**config.mk**
```make
export PLATFORM = sky130hd
export DESIGN_NAME = dec_seq_flat
export DESIGN_NICKNAME = d
export VERILOG_FILES = /design/src/rtl/dec_seq_pkg.sv /design/src/rtl/dec_seq_if.sv /design/src/rtl/dec_seq_lr.sv /design/src/rtl/dec_seq.sv /design/src/flat_wrapper.sv
export SDC_FILE = /design/constraint.sdc
export NUM_CORES = 1
export LEC_CHECK = 0
export ABC_AREA = 1
export CAP_MARGIN = 20
export CORE_ASPECT_RATIO = 1.2
export CORE_MARGIN = 1
export CORE_UTILIZATION = 35
export CTS_CLUSTER_DIAMETER = 100
export DETAILED_ROUTE_END_ITERATION = 7
export SLEW_MARGIN = 20
export SYNTH_ARGS = -nofsm -noshare
export SYNTH_HDL_FRONTEND = slang
export SYNTH_SLANG_ARGS = --single-unit
export TNS_END_PERCENT = 10
```
**constraint.sdc**
```tcl
create_clock -name clk -period 1.2 [get_ports clk]
set_clock_uncertainty 0.15 [all_clocks]
set_input_delay 0.24 -clock clk [delete_from_list [all_inputs] [get_ports clk]]
set_output_delay 0.24 -clock clk [all_outputs]
set_load 0.1 [all_outputs]
```
**src/rtl/dec_seq_pkg.sv**
```systemverilog
// Shared types and constants for the sequenced shifter.
package dec_seq_pkg;

    // FSM encoding; the unused code 2'd3 falls back to IDLE.
    typedef enum logic [1:0] {
        IDLE  = 2'd0,
        SHIFT = 2'd1,
        DONE  = 2'd2
    } state_t;

    // Shift direction as seen by dec_LR.
    localparam logic LEFT  = 1'b0;
    localparam logic RIGHT = 1'b1;

    // Width needed for the distance/counter fields so that the value WAY fits.
    function automatic int cnt_width(input int way);
        return $clog2(way) + 1;
    endfunction

endpackage

```
**src/rtl/dec_seq_if.sv**
```systemverilog
// Controller-side bundle for dec_seq: request fields plus status/result.
interface dec_seq_if
    import dec_seq_pkg::*;
#(
    parameter int WAY   = 8,
    parameter int CNT_W = cnt_width(WAY)
);
    logic             start;
    logic [WAY-1:0]   a;
    logic             lr;
    logic [CNT_W-1:0] n;
    logic [WAY-1:0]   s;
    logic             busy;
    logic             done;

    modport master (
        output start, a, lr, n,
        input  s, busy, done
    );

    modport slave (
        input  start, a, lr, n,
        output s, busy, done
    );
endinterface

```
**src/rtl/dec_seq_lr.sv**
```systemverilog
// Single-position zero-fill shifter: lr=0 shifts toward MSB, lr=1 toward LSB.
module dec_LR #(
    parameter int WAY = 8
) (
    input  logic [WAY-1:0] a,
    input  logic           lr,
    output logic [WAY-1:0] s
);
    assign s = lr ? (a >> 1) : (a << 1);
endmodule

```
**src/rtl/dec_seq.sv**
```systemverilog
// Multi-cycle shifter: moves a captured word one position per clock until the
// requested (clamped) distance is exhausted, then pulses done for one cycle.
module dec_seq
    import dec_seq_pkg::*;
#(
    parameter int WAY   = 8,
    parameter int CNT_W = cnt_width(WAY)
) (
    input  logic      clk,
    input  logic      reset,
    dec_seq_if.slave  bus
);
    localparam logic [CNT_W-1:0] WAY_C = CNT_W'(WAY);

    state_t           state;
    logic [WAY-1:0]   s_q;
    logic [WAY-1:0]   s_step;
    logic [CNT_W-1:0] cnt;
    logic [CNT_W-1:0] k;
    logic             dir;
    logic             busy_q;
    logic             done_q;

    // Distances beyond the word width all produce zero, so cap at WAY steps.
    assign k = (bus.n > WAY_C) ? WAY_C : bus.n;

    dec_LR #(.WAY(WAY)) u_step (
        .a  (s_q),
        .lr (dir),
        .s  (s_step)
    );

    // Sequencer: capture on start, step once per cycle, flag completion.
    always_ff @(posedge clk) begin
        if (reset) begin
            state  <= IDLE;
            s_q    <= '0;
            cnt    <= '0;
            dir    <= LEFT;
            busy_q <= 1'b0;
            done_q <= 1'b0;
        end else begin
            case (state)
                IDLE: begin
                    if (bus.start) begin
                        s_q <= bus.a;
                        dir <= bus.lr;
                        cnt <= k;
                        if (k != '0) begin
                            state  <= SHIFT;
                            busy_q <= 1'b1;
                        end else begin
                            state  <= DONE;
                            done_q <= 1'b1;
                        end
                    end
                end
                SHIFT: begin
                    s_q <= s_step;
                    cnt <= cnt - 1'b1;
                    // cnt can never be zero here; treat it as the last step anyway.
                    if (cnt <= CNT_W'(1)) begin
                        state  <= DONE;
                        busy_q <= 1'b0;
                        done_q <= 1'b1;
                    end
                end
                DONE: begin
                    state  <= IDLE;
                    done_q <= 1'b0;
                end
                default: begin
                    state  <= IDLE;
                    busy_q <= 1'b0;
                    done_q <= 1'b0;
                end
            endcase
        end
    end

    assign bus.s    = s_q;
    assign bus.busy = busy_q;
    assign bus.done = done_q;
endmodule

```
**src/flat_wrapper.sv**
```systemverilog
// flat-port wrapper written by rule: the top's interface ports become plain ports
module dec_seq_flat import dec_seq_pkg::*;
#(
    parameter int WAY   = 8,
    parameter int CNT_W = cnt_width(WAY)
)
  (clk, reset, bus_start, bus_a, bus_lr, bus_n, bus_s, bus_busy, bus_done);
  dec_seq_if #(.WAY(WAY), .CNT_W(CNT_W)) bus_i ();
  input  logic clk;
  input  logic reset;
  input wire logic [$bits(bus_i.start)-1:0] bus_start;
  input wire logic [$bits(bus_i.a)-1:0] bus_a;
  input wire logic [$bits(bus_i.lr)-1:0] bus_lr;
  input wire logic [$bits(bus_i.n)-1:0] bus_n;
  output wire logic [$bits(bus_i.s)-1:0] bus_s;
  output wire logic [$bits(bus_i.busy)-1:0] bus_busy;
  output wire logic [$bits(bus_i.done)-1:0] bus_done;
  assign bus_i.start = bus_start;
  assign bus_i.a = bus_a;
  assign bus_i.lr = bus_lr;
  assign bus_i.n = bus_n;
  assign bus_s = bus_i.s;
  assign bus_busy = bus_i.busy;
  assign bus_done = bus_i.done;
  dec_seq #(.WAY(WAY), .CNT_W(CNT_W)) u_core (.clk(clk), .reset(reset), .bus(bus_i));
endmodule
```
Word-level counts from Yosys, hierarchy flattened
Cells that the tools add are included.
{ "word_totals": {"reg_bits": 17, "out_inout_bits": 10} }
{ "op_classes": {"add_sub_neg": 1, "n_lt_le_gt_ge": 2, "eq_ne": 6, "muxes": 18, "n_bitwise": 1, "reduce_logical": 8} }
{ "op_table": {"columns": ["operator", "count"], "rows": [
  ["$mux 8", 2],
  ["$pmux 8 s2", 1],
  ["$mux 4", 2],
  ["$pmux 4 s2", 1],
  ["$mux 1", 6],
  ["$mux 2", 3],
  ["$reduce_and 2->1", 3],
  ["$gt 4x4->1 const B", 1],
  ["$le 4x1->1 const B", 1],
  ["$ne 2x1->1 const B", 2],
  ["$ne 2x2->1 const B", 2],
  ["$pmux 2 s2", 1],
  ["$reduce_and 4->1", 1],
  ["$reduce_bool 4->1", 1],
  ["$sub 4x1->4 const B", 1],
  ["$pmux 1 s3", 1],
  ["$reduce_and 3->1", 1],
  ["$eq 2x1->1 const B", 1],
  ["$eq 2x2->1 const B", 1],
  ["$logic_not 2->1", 1],
  ["$pmux 1 s2", 1],
  ["$reduce_bool 2->1", 1],
  ["$not 1->1", 1]
]} }

Longest topological paths before layout
Gate-level depths: netlist of run 1.
{ "logic_depth": {"ltp_word": 6, "depth_mapped": 7} }

Modules after synthesis
From an unflattened synthesis of run 1, not the netlist that was laid out.
{ "hier_totals": {"cells_unflattened": 162, "hier_area_um2": 1052.3} }
{ "by_module_without_submodules": {"columns": ["mod", "n_inst", "cells_per_inst", "area_per_inst_um2", "seq_area_each_um2"], "rows": [
  ["dec_seq", 1, 138, 954.7, 340.3],
  ["dec_LR", 1, 24, 97.6, 0.0]
]} }

Least setup slack after synthesis of run 1
OpenSTA, ideal clock, no wires.
{ "synth_timing": {"kind": "register to register", "startpoint": "register u_core.s_q[2], in the netlist u_core.bus.s[2]", "endpoint": "register u_core.s_q[3], in the netlist u_core.bus.s[3]", "setup_time_ns": 0.060, "arrival_time_ns": 1.469, "setup_slack_ns": -0.479, "stages_incl_launch_ff": 7, "period_less_slack_ns": 1.679, "path_cell_list": "dfxtp_1 -> inv_1 -> nand2_1 -> nand3_1 -> nand3_1 -> o211ai_2 -> inv_1"} }
{ "synth_between": {"elab_chain_cells": 2} }
{ "synth_lines": {"columns": ["element", "line", "text"], "rows": [
  ["from (decl)", "dec_seq.sv:16", "logic [WAY-1:0] s_q;"],
  ["from (signal assigned)", "dec_seq.sv:46", "s_q <= bus.a;"],
  ["from (signal assigned)", "dec_seq.sv:59", "s_q <= s_step;"],
  ["$mux 8", "dec_seq_lr.sv:9", "assign s = lr ? (a >> 1) : (a << 1);"],
  ["$pmux 8 s2", "dec_seq.sv:43", "case (state)"]
]} }
No other way between the ends.
A chain may end at the register's enable or synchronous reset.

Worst setup path in the final report of run 1
{ "layout_timing": {"startpoint": "register u_core.state[0]", "endpoint": "register u_core.s_q[6], in the netlist u_core.bus.s[6]"} }
{ "layout_between": {"elab_chain_cells": 3} }
{ "layout_lines": {"columns": ["element", "line", "text"], "rows": [
  ["from (decl)", "dec_seq.sv:15", "state_t state;"],
  ["from (signal assigned)", "dec_seq.sv:36", "state <= IDLE;"],
  ["from (signal assigned)", "dec_seq.sv:50", "state <= SHIFT;"],
  ["from (signal assigned)", "dec_seq.sv:53", "state <= DONE;"],
  ["$eq 2x1->1 or $logic_not 2->1 (tied branches)", "dec_seq.sv:43", null],
  ["$reduce_bool 2->1 (no source line) or $ne 2x2->1 (tied branches)", null, null],
  ["$reduce_and 2->1 (no source line)", null, null]
]} }
Parallel ways exist; a longest one is shown, timed or not.

==> metrics, run 1 <==
status=complete, but fails checks; failing checks=setup timing; core footprint=2630 µm²; drt pass-1 iters=4; register area share after synthesis=0.340; layout cell share with drive strength beyond 1=0.405; # rows=20; Post-Layout Cell Count=223; CTS tree=done; Tcrit/Tclk final=1.06; P per Cell Area=between 1500 and 2000 nW/µm²; Total GRT Usage=0.178; TritonCTS Buffers=3; Clock Latency Late Sink=0.29 ns; first-pass GRT wire length=4080 µm; Post-Place Cells=217; drc violations=0; initial antenna violation count=0; final hold vios=0; Clk pin slew, worst setup/hold paths=0.11 ns; Post-CTS Hold Buffers=0; Synth area leader=dfxtp_1; io pins=26; Yosys cell types=23; Final WS setup=-0.0722 ns; Worst setup EP type=flop; setup TNS=-0.954 ns; Starting Density=0.380; Seq. cell area=roughly 380 µm²; root buf cell=clkbuf_4; worst path required time=1.29 ns; pin count of the biggest net entering global routing=17; Iteration-0 DRC Markers=13; Layout area overhead=71.0%; die area=3070 µm²; Hold WS=0.268 ns; CTS Sinks=17; syn_nets=164; nature of the critical path startpoint=flop; Final Cell Area=1710 µm²; dpl hpwl=1870 µm; Max Clock Freq=between 700 and 800 MHz; WS Path Type=reg -> reg; FILL cells=226; Syn. warnings=0; Period minus WS final=1.27 ns; Crit Path Max Fanout=6; GRT Residual Overflow=0; mapped cell area=1000 µm²; Final #Nets=209; CTS Buffer Depth=2; wire per inst=11.3 µm; Die Height=roughly 61 µm; Leak=0.797 nW; Die W=50.8 µm; Placed Area=~1500 µm²; synth top area cells=dfxtp_1 (34%), nand2_1 (14%), inv_1 (8.3%); antenna-violating nets left=0; RSZ-0062 raised after global routing=yes; Max-cap violations=0; Crit path arrival time=1.36 ns; final setup vio count=25; Slew HR=0.754; final WL=~2500 µm; multi-input gate area in the final layout=629 µm²; final slew viol count=0; routed vias=1069; Yosys top cell area share=0.340; Cells after Synth=146; syn_area_per_cell=just under 7 µm²; vias per cell=4.79; ANT cells=0; vias in the first global route=between 900 and 1000; #FFs+latches synth=17; Worst-Margin Slew=0.369 ns; peak supply drop=a little under 0.001 V; Hold Crit Class=in -> reg; routability cong.=between 0.7 and 0.8; # H-tree levels=1; I/O Buffers=25
## cells by family after synthesis
group | Yosys count | synth area share
AO/OA/AOI/OAI | 27 | 0.171
XOR/XNOR | 1 | 0.00876
adder cells (fa/ha/maj) | 2 | 0.0250
buffers and inverters | 28 | 0.126
flip-flops | 17 | 0.340
AND/OR/NAND/NOR | 71 | 0.328
## critical path, stage by stage (launching register included)
cell and delay, ns:
dfxtp_4 0.41, inv_4 0.04, nor2_4 0.18, buf_12 0.15, nand2_4 0.04, o21ai_2 0.12
o21ai_1 0.08, inv_1 0.05
## cell usage after synthesis
cell type  count
a21oi_1        8
a21oi_2        1
buf_2          2
buf_6          1
buf_8          1
dfxtp_1       17
ha_1           2
inv_1         22
inv_2          2
nand2_1       37
nand2_2        2
nand2_4        2
nand3_1       12
nand3_2        2
nor2_1        12
nor2_2         2
nor2_4         1
nor3_1         1
o211ai_2       4
o21a_1         1
o21ai_0        4
o21ai_1        9
xor2_1         1
## power breakdown
part	total (W)	switching [W]	internal [W]
Clock	0.000319	0.000195	0.000124
Combinational	0.00183	0.00108	0.000748
Sequential	0.000879	0.000162	0.000717
Total	0.00302	0.00144	0.00159
## worst paths after layout
| path | endpoint | slack, ns | cells past startpoint | start |
|---|---|---|---|---|
| worst min-delay path | u_core.dir | 0.27 | 4 | bus_start |
| worst max register to register | u_core.bus.s[6] | -0.07 | 7 | u_core.state[0] |
| worst min register to register | u_core.bus.done | 0.34 | 2 | u_core.bus.done |
| worst max-delay path | u_core.bus.s[6] | -0.07 | 7 | u_core.state[0] |
## placed cells by master (no fill, tap or decap), drive strengths merged, types with 2 or more instances in the layout
cell type	count
o21ai	13
buf	29
clkdlybuf4s50	14
nand2	41
dfxtp	17
ha	2
inv	24
a21oi	9
o211ai	4
nand3	14
clkbuf	3
nor2	15
## area by class of cell
type                       instances  share of cell area
clock inverter                     1             0.00293
timing repair buffer              44               0.309
sequential                        17               0.224
clock buffer                       3              0.0132
multi-input combinational        101               0.368
inverter                          24              0.0586
tap                               33              0.0242
## layer usage
layer  global-route usage  part of all wire  wire length (µm)
met5                    0                 0                 0
met4               0.0794            0.0083                21
met3               0.0326             0.044               110
met2                0.309              0.50              1250
met1                0.217              0.45              1130
## state kept, by name (all words and copies together) (netlist names)
name,count
u_core.state,2
u_core.cnt,4
u_core.bus.busy,1
u_core.bus.done,1
u_core.dir,1
u_core.bus.s,8
## repair_timing
action,in CTS,in global routing
setup endpoints to repair,27,27
hold endpoints to repair,0,0
gates cloned,0,0
setup buffers,2,0
gates resized for setup,18,17
pin swaps,8,7
## stage by stage
step	power [W]	util	worst slack, ns
after global routing	0.00321	0.650	-0.140
final	0.00302	0.650	-0.0722
after CTS	0.00297	0.626	-0.0710
after floorplan	0.00192	-	-0.0140
after global placement	0.00250	0.581	-0.307
after detailed placement	0.00252	0.581	-0.324
Power figures use the tool's default switching activity.
==> run 2: changes to the inputs <==
--- a/config.mk
+++ b/config.mk
@@ -12,6 +12,7 @@
 export CORE_UTILIZATION = 35
 export CTS_CLUSTER_DIAMETER = 100
 export DETAILED_ROUTE_END_ITERATION = 7
+export HOLD_SLACK_MARGIN = 0.12
 export SLEW_MARGIN = 20
 export SYNTH_ARGS = -nofsm -noshare
 export SYNTH_HDL_FRONTEND = slang
==> results of run 2 <==
No change in the layout: final DEF, timing and power equal those of run 1.
